--- src/rtl/i2c_slave.sv ---
// i2c_slave: 7-bit-address I2C target bridging bus transfers onto a byte-wide host register file.
// Latency: bus lines are seen 3 clk after the pads; reg_we rises 1 clk after the 8th data bit is sampled.
// Backpressure: none; the host must take reg_we every time and answer reg_rdata combinationally.
module i2c_slave #(
  parameter logic [6:0] DEV_ADDR = 7'h50
) (
  input  logic       clk,
  input  logic       rst,
  input  logic       scl_in,
  input  logic       sda_in,
  output logic       sda_oe,
  output logic [7:0] reg_addr,
  output logic [7:0] reg_wdata,
  output logic       reg_we,
  input  logic [7:0] reg_rdata,
  output logic       busy
);

  typedef enum logic [3:0] {
    IDLE, ADDR, ADDR_ACK, REG, REG_ACK, WDATA, WDATA_ACK, RDATA, RDATA_ACK
  } state_t;

  logic       scl_meta_q, scl_sync_q, scl_prev_q;
  logic       sda_meta_q, sda_sync_q, sda_prev_q;
  state_t     state_q, state_d;
  logic [3:0] cnt_q, cnt_d;
  logic [7:0] shreg_q, shreg_d;
  logic [7:0] ptr_q, ptr_d;
  logic [7:0] wdata_q, wdata_d;
  logic       we_q, we_d;
  logic       oe_q, oe_d;
  logic       busy_q, busy_d;
  logic       rw_q, rw_d;
  logic       ptr_wr_q, ptr_wr_d;   // pointer already loaded since the first START of this transaction
  logic       mack_q, mack_d;       // master acknowledged the byte just read

  logic       start, stop, scl_rise, scl_fall;
  logic [7:0] byte_in;

  // SDA transitions only count as START/STOP while SCL is stably high
  assign start    = scl_sync_q & scl_prev_q & sda_prev_q & ~sda_sync_q;
  assign stop     = scl_sync_q & scl_prev_q & ~sda_prev_q & sda_sync_q;
  assign scl_rise = scl_sync_q & ~scl_prev_q;
  assign scl_fall = ~scl_sync_q & scl_prev_q;
  assign byte_in  = {shreg_q[6:0], sda_sync_q};

  // Next-state logic: START beats STOP beats any SCL edge
  always_comb begin
    state_d  = state_q;
    cnt_d    = cnt_q;
    shreg_d  = shreg_q;
    ptr_d    = we_q ? ptr_q + 8'd1 : ptr_q;
    wdata_d  = wdata_q;
    we_d     = 1'b0;
    oe_d     = oe_q;
    busy_d   = busy_q;
    rw_d     = rw_q;
    ptr_wr_d = ptr_wr_q;
    mack_d   = mack_q;
    if (start) begin
      state_d = ADDR;
      cnt_d   = '0;
      oe_d    = 1'b0;
      busy_d  = 1'b1;
      if (!busy_q) ptr_wr_d = 1'b0;
    end else if (stop) begin
      state_d  = IDLE;
      cnt_d    = '0;
      oe_d     = 1'b0;
      busy_d   = 1'b0;
      ptr_wr_d = 1'b0;
    end else begin
      case (state_q)
        IDLE: ;
        ADDR, REG, WDATA: begin
          if (scl_rise) begin
            shreg_d = byte_in;
            cnt_d   = cnt_q + 4'd1;
            if (cnt_q == 4'd7) begin
              cnt_d = '0;
              case (state_q)
                ADDR: begin
                  if (byte_in[7:1] == DEV_ADDR) begin
                    state_d = ADDR_ACK;
                    rw_d    = byte_in[0];
                  end else begin
                    state_d = IDLE;
                    busy_d  = 1'b0;
                  end
                end
                REG: begin
                  ptr_d    = byte_in;
                  ptr_wr_d = 1'b1;
                  state_d  = REG_ACK;
                end
                default: begin
                  wdata_d = byte_in;
                  we_d    = 1'b1;
                  state_d = WDATA_ACK;
                end
              endcase
            end
          end
        end
        ADDR_ACK, REG_ACK, WDATA_ACK: begin
          // first falling edge pulls SDA for the ACK slot, the second ends it
          if (scl_fall) begin
            if (!oe_q) begin
              oe_d = 1'b1;
            end else begin
              oe_d  = 1'b0;
              cnt_d = '0;
              if (state_q != ADDR_ACK) begin
                state_d = WDATA;
              end else if (rw_q) begin
                state_d = RDATA;
                shreg_d = reg_rdata;
                oe_d    = ~reg_rdata[7];
                ptr_d   = ptr_q + 8'd1;
              end else begin
                state_d = ptr_wr_q ? WDATA : REG;
              end
            end
          end
        end
        RDATA: begin
          if (scl_rise) cnt_d = cnt_q + 4'd1;
          if (scl_fall) begin
            if (cnt_q == 4'd8) begin
              oe_d    = 1'b0;
              mack_d  = 1'b0;
              state_d = RDATA_ACK;
            end else begin
              oe_d = ~shreg_q[3'd7 - cnt_q[2:0]];
            end
          end
        end
        RDATA_ACK: begin
          if (scl_rise) begin
            if (sda_sync_q) state_d = IDLE;
            else            mack_d  = 1'b1;
          end else if (scl_fall && mack_q) begin
            mack_d  = 1'b0;
            cnt_d   = '0;
            state_d = RDATA;
            shreg_d = reg_rdata;
            oe_d    = ~reg_rdata[7];
            ptr_d   = ptr_q + 8'd1;
          end
        end
        default: state_d = IDLE;
      endcase
    end
  end

  // State, synchronizers and registered outputs
  always_ff @(posedge clk) begin
    if (rst) begin
      scl_meta_q <= 1'b1;
      scl_sync_q <= 1'b1;
      scl_prev_q <= 1'b1;
      sda_meta_q <= 1'b1;
      sda_sync_q <= 1'b1;
      sda_prev_q <= 1'b1;
      state_q    <= IDLE;
      cnt_q      <= '0;
      shreg_q    <= '0;
      ptr_q      <= '0;
      wdata_q    <= '0;
      we_q       <= 1'b0;
      oe_q       <= 1'b0;
      busy_q     <= 1'b0;
      rw_q       <= 1'b0;
      ptr_wr_q   <= 1'b0;
      mack_q     <= 1'b0;
    end else begin
      scl_meta_q <= scl_in;
      scl_sync_q <= scl_meta_q;
      scl_prev_q <= scl_sync_q;
      sda_meta_q <= sda_in;
      sda_sync_q <= sda_meta_q;
      sda_prev_q <= sda_sync_q;
      state_q    <= state_d;
      cnt_q      <= cnt_d;
      shreg_q    <= shreg_d;
      ptr_q      <= ptr_d;
      wdata_q    <= wdata_d;
      we_q       <= we_d;
      oe_q       <= oe_d;
      busy_q     <= busy_d;
      rw_q       <= rw_d;
      ptr_wr_q   <= ptr_wr_d;
      mack_q     <= mack_d;
    end
  end

  assign sda_oe    = oe_q;
  assign reg_addr  = ptr_q;
  assign reg_wdata = wdata_q;
  assign reg_we    = we_q;
  assign busy      = busy_q;

endmodule

--- config.mk ---
export PLATFORM = sky130hd
export DESIGN_NAME = i2c_slave
export DESIGN_NICKNAME = d
export VERILOG_FILES = /design/src/rtl/i2c_slave.sv
export SDC_FILE = /design/constraint.sdc
export NUM_CORES = 1
export LEC_CHECK = 0
export CAP_MARGIN = 20
export CELL_PAD_IN_SITES_DETAIL_PLACEMENT = 1
export CELL_PAD_IN_SITES_GLOBAL_PLACEMENT = 2
export CORE_MARGIN = 5
export CORE_UTILIZATION = 36
export CTS_BUF_LIST = sky130_fd_sc_hd__clkbuf_4 sky130_fd_sc_hd__clkbuf_8
export DETAILED_ROUTE_END_ITERATION = 6
export HOLD_SLACK_MARGIN = 0.08
export PLACE_DENSITY = 0.79
export SETUP_SLACK_MARGIN = 0.5
export SLEW_MARGIN = 20
export SYNTH_ARGS = -nofsm -noshare
export SYNTH_HDL_FRONTEND = slang
export SYNTH_SLANG_ARGS = --single-unit
--- constraint.sdc ---
create_clock -name clk -period 2.55 [get_ports clk]
set_clock_uncertainty 0.05 [all_clocks]
set_input_delay 0.765 -clock clk [delete_from_list [all_inputs] [get_ports clk]]
set_output_delay 0.765 -clock clk [all_outputs]
set_load 0.01 [all_outputs]
==> results of run 1 <==
## logic make-up (layout without fill, tap and decap cells)
family          after synthesis  count (layout)  synth area share (%)
mux                          24              24                 9.064
simple gates                115             115                 22.32
buf+inv                      38              84                 6.946
xor+xnor                     11              11                 3.262
flops                        44              44                 29.82
fa+ha+maj                     3               3                 1.271
compound gates              109             109                 27.32
## cells in the mapped netlist, drive strengths merged, types with 3 or more instances
library cell,instances
a221oi,3
nand4,7
o221ai,5
nand2b,6
inv,9
o221a,3
or2,5
a31o,3
and2,4
nor2b,3
nor3,14
xor2,3
a22oi,3
buf,20
ha,3
and3b,4
clkbuf,8
o21ai,15
a311oi,11
a31oi,6
xnor2,8
a21o,4
nand3,16
mux2i,20
nand2,18
dfxtp,44
a21oi,32
o31ai,3
nor2,23
a211o,3
## final cells by class
| class | count | share of cell area, % |
|---|---|---|
| clock inverter | 3 | 1.227 |
| clock buffer | 5 | 1.824 |
| multi-input combinational | 262 | 52.29 |
| timing repair buffer | 66 | 15.95 |
| tap | 105 | 3.481 |
| sequential | 44 | 24.24 |
| inverter | 10 | 0.9947 |
## cell usage in the layout (no fill, tap or decap), types with 5 or more instances in the layout
cell,count
nand4_1,6
nand2b_1,5
dfxtp_4,7
buf_4,33
inv_1,9
o21ai_0,13
nor2_1,19
dfxtp_1,31
nor3_1,11
dlymetal6s2s_1,9
nand3_1,16
or2_2,5
xnor2_1,8
a31oi_1,5
clkdlybuf4s50_1,12
dfxtp_2,6
clkbuf_8,5
dlygate4sd2_1,9
mux2i_1,20
a21oi_1,31
nand2_1,18
a311oi_1,8
## worst register-to-register path: stages (launching register included)
cell and delay [ns]:
dfxtp_2 0.44, buf_6 0.19, o21ba_2 0.19, o32a_4 0.39, or4_1 0.50, a21oi_1 0.15
## through the flow
step                total power, mW  hold slack, ns  worst slack, ns
CTS                           1.398          0.3657           0.4879
floorplan                    0.7684          0.3395           0.5617
finish                        1.384          0.3648           0.5641
global placement             0.8173          0.3457           0.3403
detailed placement           0.8193          0.3449           0.2897
global route                  1.443          0.3933           0.4973
## final timing paths
| kind | end |
|---|---|
| setup / recovery | reg_wdata[1] |
| hold / removal | scl_sync_q |
| setup reg to reg | cnt_q[3] |
| hold reg to reg | scl_sync_q |
## flip-flops by register name (all words and copies together) (netlist names), 4 cells and up
| name | cells |
|---|---|
| reg_addr | 8 |
| reg_wdata | 8 |
| shreg_q | 8 |
| cnt_q | 4 |
| state_q | 4 |
## power by group through the flow
| stage | sequential [mW] | combinational [mW] | clock (mW) |
|---|---|---|---|
| floorplan | 0.715 | 0.0535 | 0 |
| global placement | 0.719 | 0.0987 | 0 |
| detailed placement | 0.719 | 0.101 | 0 |
| CTS | 0.699 | 0.101 | 0.598 |
| global route | 0.698 | 0.112 | 0.633 |
| finish | 0.696 | 0.104 | 0.584 |
## repair_timing
| item | in CTS | in global routing |
|---|---|---|
| cloned | 0 | 0 |
| gates resized for setup | 30 | 31 |
| endpoints found under the setup margin | 31 | 31 |
| pin swaps | 0 | 5 |
## layer usage
metal  track usage (%)  vias up  share of wire [%]
met4             4.767        0                1.2
met3             3.322        8                3.3
li1                  -     1390                  -
met2             30.43       60                 46
met1             27.96     1426                 49
met5                 0        -                  0
==> impl_results.md, run 1 <==
* Diode count at 0
* DR pass1 iterations at 4
* TritonCTS Buffers at 5
* Die H at 100.6 microns
* CTS root buf: clkbuf_8
* Cell depth of the worst hold path at 1
* Combinational Power Share at 7.5%
* Share of the synthesized area in the top cell type at 29.82%
* CTS clk-pin slew, worst paths at 0.08 ns
* H-tree levels at 2
* Register area at 914.6 sq um
* CP Launch Type: flop
* Top post-synthesis cells by area: dfxtp_1 30%, mux2i_1 6.8%, a21oi_1 5.3%, nand3_1 2.7%, a311oi_1 2.7%
* Crit path DAT at 1.17 ns
* Worst hold-check path type: reg2reg
* TritonCTS clock tree: yes
* Core ar. at 8093 sq um
* Layout Nets at 404
* Post-route design area at 3774 sq um
* First-pass GRT wire length at 15,690 microns
* Finished Layout Cells at 495
* R2R cell count at 5
* Syn Inst Count at 344
* Largest net degree at the start of global routing at 20
* Clock share of power at 42.2%
* Die area at 10,120 sq um
* Crit path buffers/inverters at 1
* Critical path class: reg2out
* Crit path cell chain: clkdlybuf4s50_1
* I/O pin total at 31
* RR Startpoint: state_q[0]
* Yosys cell types at 72
* # DRC at 0
* Initial antenna violation count at 0
* Syn Nets at 359
* Clock Latency Late Sink at 0.31 ns
* Rows at 33
* Ys flop type: dfxtp_1
* CP startpoint: reg_wdata[1]
* Initial Util at 36.50%
* Post-Synthesis Mean Instance Area at 8.587 sq um
* Clock sink count at 44
* Pint at 1.032 mW
* Largest stage delay, worst path at 0.54 ns
* Clock Path Buffers at 2
* Reported max-cap violation count at 0
* RSZ-0062 raised after global routing: no
* Post-CTS Repair Setup Buffers at 0
* Routed vias/inst at 5.826
* Worst Path Max Fanout at 2
* Final Hold Vio Count at 0
* Post-route clock period utilization at 77.88%
* Max-slew violation count at 0
* NetSw at 0.3516 mW
* Footprint of the multi-input gates at 1973 sq um
* Ratio of cells with drive above 1 in the final layout at 26.67%
* Seq cells post-synth at 44
* Fin Setup TNS at 0 ns
* Slowest cell on crit path: clkdlybuf4s50_1
* Leak at 1.552 nW
* Area Overhead vs Synth at 27.74%
* Seq pwr share at 50.3%
* Vias in the first global route at 2,928
* Iteration-0 DRC Markers at 172
* Post-synth EDFFs at 0
* Stages on worst setup path at 1
* R2r setup slk at 0.56 ns
* Fraction of registers with async set/reset at 0%
* PD cells at 366.8 nW/um^2
* Critical hold path startpoint: scl_meta_q
* ANT nets after route at 0
* Share of the yosys chip area belonging to registers at 29.82%
* Worst Path Required at 1.74 ns
* Worst path top cell family by delay: buffers and inverters
* PortBufs at 30
* VDD IR-drop max at 0.0002713 V
* Synthesis Warnings at 0
* Switch share at 25.40%
* Cell taking the most area after synthesis: dfxtp_1
* Util after Layout at 46.63%
* Via Count at 2,884
* Dpl cell area at 3506 sq um
* CP endpoint kind: output port
* Status: completed
* Hold_buf cts at 0
* Post-Place Cells at 487
* Worst-Margin Slew at 0.4892 ns
* GP Congestion at 0.8728
* Routed WL per cell at 19.33 microns
* Overall routing resource usage at 19.53%
* Total Wirelength at 9566 microns
* Rel. slew slack at 67.28%
* Die Wd at 100.6 microns
* Gr ovfl total at 0
* Fillcell total at 984
* Hpwl dp at 7042 microns
* Synthesized area at 2954 sq um
* Fmax at 503.5 MHz
* Final Critical Period at 1.986 ns
* Finish-stage setup viols at 0
(Power assumes the default switching activity.)
==> run 2: changes to the inputs <==
--- a/config.mk
+++ b/config.mk
@@ -9,11 +9,11 @@
 export CELL_PAD_IN_SITES_DETAIL_PLACEMENT = 1
 export CELL_PAD_IN_SITES_GLOBAL_PLACEMENT = 2
 export CORE_MARGIN = 5
-export CORE_UTILIZATION = 36
+export CORE_UTILIZATION = 32
 export CTS_BUF_LIST = sky130_fd_sc_hd__clkbuf_4 sky130_fd_sc_hd__clkbuf_8
 export DETAILED_ROUTE_END_ITERATION = 6
 export HOLD_SLACK_MARGIN = 0.08
-export PLACE_DENSITY = 0.79
+export PLACE_DENSITY = 0.74
 export SETUP_SLACK_MARGIN = 0.5
 export SLEW_MARGIN = 20
 export SYNTH_ARGS = -nofsm -noshare
==> constraint.sdc (replaced) <==
create_clock -name clk -period 1.79 [get_ports clk]
set_clock_uncertainty 0.05 [all_clocks]
set_input_delay 0.537 -clock clk [delete_from_list [all_inputs] [get_ports clk]]
set_output_delay 0.537 -clock clk [all_outputs]
set_load 0.01 [all_outputs]
==> impl_results.md, run 2 (synthesis results as in run 1) <==
* Rows at 35
* Worst Path Max Fanout at 13
* Met3 Use GR at 3.036%
* Top Usage Layer GRT: met2
* TritonCTS clock tree: yes
* Status: complete, but fails checks
* TritonCTS Buffers at 5
* I/O pin total at 31
* Fin Setup TNS at -2.274 ns
* Post-route clock period utilization at 109.1%
* Die H at 106.1 microns
* Leak at 2.085 nW
* Clock Path Buffers at 2
* Iteration-0 DRC Markers at 151
* Total Wirelength at 12,870 microns
* Hold_buf cts at 0
* # DRC at 0
* Vias in the first global route at 3,540
* Largest net degree at the start of global routing at 17
* Worst Path Required at 1.96 ns
* PortBufs at 30
* Max-slew violation count at 0
* PD cells at 370.5 nW/um^2
* Clock Latency Late Sink at 0.31 ns
* Final Hold Vio Count at 0
* Via Count at 3,358
* Finish-stage setup viols at 25
* ANT nets after route at 0
* Reported max-cap violation count at 0
* CP Launch Type: flop
* Post-route setup slack at -0.1629 ns
* Rel. slew slack at 65.31%
* Post-Place Setup Slack at -0.3465 ns
* Hpwl dp at 8537 microns
* RSZ-0062 raised after global routing: yes
* Overall routing resource usage at 21.79%
* Most frequent cells in the layout: 100 x buf_4, 58 x buf_6, 25 x a21oi_1
* Fmax at 512.1 MHz
* CTS clk-pin slew, worst paths at 0.10 ns
* CP endpoint kind: flop
* Routed vias/inst at 5.532
* Final hold slack at 0.3669 ns
* Worst hold-check path type: reg2reg
* Cell depth of the worst hold path at 1
* Power Total at 1.926 mW
* Clock sink count at 44
* Met1 Usage GRT at 29.20%
* Initial antenna violation count at 0
* GP Congestion at 0.9231
* Diode count at 0
* R2R cell count at 7
* Layout Nets at 510
* Gr ovfl total at 0
* Crit path DAT at 2.12 ns
* Die Wd at 106.1 microns
* Final Critical Period at 1.953 ns
* Ratio of cells with drive above 1 in the final layout at 59.68%
* Critical path class: reg2reg
* Worst-Margin Slew at 0.5192 ns
* Core ar. at 9109 sq um
* First-pass GRT wire length at 19,370 microns
* Area Overhead vs Synth at 75.98%
* Initial Util at 32.43%
* Most common cell after layout, fill and taps aside: buf_4
* Failing checks: setup timing
* VDD IR-drop max at 0.0003339 V
* H-tree levels at 2
* Die area at 11,250 sq um
* Met2 global-route usage at 36.66%
* CTS root buf: clkbuf_8
* DR pass1 iterations at 4
* Routed WL per cell at 21.20 microns
-- run 2: final timing paths --
check               end       start  slack, ns
max          shreg_q[6]  state_q[2]      -0.16
min reg2reg  sda_sync_q  sda_meta_q       0.37
min          sda_sync_q  sda_meta_q       0.37
max reg2reg  shreg_q[6]  state_q[2]      -0.16
-- run 2: final cells by class --
| cell class | instances | area [sq um] |
|---|---|---|
| fill | 1018 | 3910 |
| multi-input combinational | 262 | 2409 |
| sequential | 44 | 939.7 |
| tap | 111 | 138.9 |
| clock inverter | 2 | 16.27 |
| timing repair buffer | 172 | 1582 |
| inverter | 10 | 37.54 |
| clock buffer | 6 | 76.32 |
-- run 2: what timing repair did --
item	4_1_cts	5_1_grt
pin swaps	36	27
resized for setup	183	69
gates cloned	1	0
endpoints found under the setup margin	63	57
buffers inserted	16	21
-- run 2: worst max-delay path: stages (launching register included) --
cell and delay, ns:
dfxtp_4 0.37, buf_6 0.13, a21o_1 0.20, a221oi_4 0.33, o211a_1 0.27, buf_12 0.15
a21oi_1 0.09, a311oi_2 0.26
-- run 2: per-layer routing --
metal | routed length (microns) | vias to the layer above
li1 | - | 1604
met1 | 5922 | 1661
met2 | 6267 | 72
met3 | 408 | 21
met4 | 272 | 0
met5 | 0 | -
-- run 2: per-stage QoR --
stage	utilization [%]	instance area [sq um]	cells
after floorplan	-	3138	344
after global placement	45.69	4161	561
after detailed placement	45.69	4161	561
after CTS	52.01	4737	586
after global routing	57.07	5199	607
final	57.07	5199	607
-- run 2: where the power goes --
part	internal (mW)	total [mW]	switching [mW]	leakage (nW)
Sequential	0.976	0.984	0.00814	0.372
Clock	0.295	0.706	0.411	0.0448
Combinational	0.122	0.236	0.114	1.67
Total	1.39	1.93	0.533	2.09
==> run 3: changes to the inputs <==
--- a/config.mk
+++ b/config.mk
@@ -13,7 +13,7 @@
 export CTS_BUF_LIST = sky130_fd_sc_hd__clkbuf_4 sky130_fd_sc_hd__clkbuf_8
 export DETAILED_ROUTE_END_ITERATION = 6
 export HOLD_SLACK_MARGIN = 0.08
-export PLACE_DENSITY = 0.74
+export PLACE_DENSITY = 0.73
 export SETUP_SLACK_MARGIN = 0.5
 export SLEW_MARGIN = 20
 export SYNTH_ARGS = -nofsm -noshare
==> impl_results.md, run 3 (synthesis results as in run 1) <==
* First-pass GRT wire length at 19,300 microns
* Final Hold Vio Count at 0
* Clock Path Buffers at 2
* Die area at 11,250 sq um
* Via Count at 3,463
* TritonCTS Buffers at 5
* CTS root buf: clkbuf_8
* Hpwl dp at 8633 microns
* Gr ovfl total at 0
* # DRC at 0
* Crit path DAT at 2.17 ns
* Clock sink count at 44
* Failing checks: setup timing
* Finish-stage setup viols at 26
* Largest stage delay, worst path at 0.39 ns
* Fmax at 493.7 MHz
* Routed WL per cell at 22.39 microns
* Total Wirelength at 13,460 microns
* Largest net degree at the start of global routing at 27
* ANT nets after route at 0
* Initial antenna violation count at 0
* H-tree levels at 2
* Post-route clock period utilization at 113.2%
* Clock Latency Late Sink at 0.31 ns
* Die H at 106.1 microns
* Max-slew violation count at 0
* PortBufs at 30
* DR pass1 iterations at 4
* Status: complete, but fails checks
* Worst hold-check path type: reg2reg
* Reported max-cap violation count at 0
* Fillcell total at 1,010
* CTS clk-pin slew, worst paths at 0.11 ns
* TritonCTS clock tree: yes
* Leak at 2.088 nW
* Die Wd at 106.1 microns
* Most common cell after layout, fill and taps aside: buf_4
* Overall routing resource usage at 21.54%
* Final hold slack at 0.3665 ns
* Diode count at 0
* Layout Nets at 504
* Finished Layout Cells at 601
* Slowest cell on crit path: dfxtp_4
* Rel. slew slack at 71.33%
* Power Total at 2.078 mW
* Worst Path Max Fanout at 6
* Post-Place Cells at 549
* Most frequent cells in the layout: 96 x buf_4, 50 x buf_6, 20 x mux2i_1, 20 x dfxtp_2, 19 x a21oi_1
* Fin Setup TNS at -2.629 ns
* Initial Util at 32.43%
* PD cells at 398.8 nW/um^2
* Crit path cell chain: buf_6, buf_4, buf_4, nand4b_1, buf_4, nor2_4, buf_4, o221a_2, o21ai_1, a21oi_1
* Post-route setup slack at -0.2357 ns
* RSZ-0062 raised after global routing: yes
* Hold_buf cts at 0
* Iteration-0 DRC Markers at 190
* I/O pin total at 31
* Routed vias/inst at 5.762
* Area Overhead vs Synth at 76.41%
* Worst-Margin Slew at 0.4295 ns
* Rows at 35
* VDD IR-drop max at 0.0004544 V
* Vias in the first global route at 3,519
* Final Critical Period at 2.026 ns
* Critical path class: reg2reg
* GP Congestion at 0.9154
* Crit path top cell by count: buf_4
* CP Launch Type: flop
* Worst Path Required at 1.93 ns
* Core ar. at 9109 sq um
* CP endpoint kind: flop
* Ratio of cells with drive above 1 in the final layout at 60.20%
==> run 3: changes by cell type in the layout (fill, tap and decap cells not counted), moves of 2 or more <==
cell / before / now
o21ai_1: 4 / 2
nand2_2: 4 / 1
a311oi_1: 6 / 3
nand2_1: 12 / 14
buf_4: 100 / 96
o21ai_0: 7 / 9
a31oi_4: 3 / 0
a31oi_2: 0 / 2
buf_6: 58 / 50
a311oi_2: 4 / 7
buf_8: 0 / 3
a21oi_2: 5 / 12
buf_12: 2 / 6
a21oi_1: 25 / 19
==> run 3: timing repair <==
item,CTS,global route
pin swaps,34,21
hold endpoints to repair,0,0
endpoints found under the setup margin,63,57
setup buffers,22,22
gates resized for setup,193,63
==> run 3: critical path: cells and delay by family, from the launching register on <==
family	cells	cell delay, ns
buffers and inverters	5	0.70
AO/OA/AOI/OAI	3	0.59
flip-flops	1	0.39
AND/OR/NAND/NOR	2	0.19
==> run 3: metal layers <==
layer	global-route usage [%]	vias to the layer above	wire length [microns]
met4	4.718	0	438
met3	3.522	36	738
li1	-	1594	-
met2	37.66	113	6634
met5	0	-	0
met1	27.86	1720	5644
==> run 3: layout make-up <==
class	count	area, sq um	share of cell area (%)
clock buffer	5	68.82	1.321
clock inverter	3	50.05	0.9604
inverter	10	37.54	0.7203
multi-input combinational	262	2419	46.41
sequential	44	939.7	18.03
tap	111	138.9	2.665
timing repair buffer	166	1558	29.89
==> run 3: through the flow <==
step | setup slack (ns) | util [%] | cell area (sq um)
5_1_grt | -0.2955 | 57.21 | 5211
2_1_floorplan | -0.05851 | - | 3138
3_5_place_dp | -0.2366 | 44.70 | 4071
3_3_place_gp | -0.1937 | 44.70 | 4071
4_1_cts | -0.1135 | 52.13 | 4748
6_report | -0.2357 | 57.21 | 5211
==> run 3: path summary, 6_finish.rpt <==
kind                                  from          to  slack, ns  cells after the start
worst min register to register  scl_meta_q  scl_sync_q       0.37                      1
worst max-delay path            state_q[1]      mack_q      -0.24                     10
worst max register to register  state_q[1]      mack_q      -0.24                     10
worst min-delay path            scl_meta_q  scl_sync_q       0.37                      1
==> run 3: report_power, final <==
part | internal (mW) | switching (mW)
registers | 0.977 | 0.00904
logic | 0.113 | 0.114
clock network | 0.432 | 0.434
total | 1.52 | 0.557
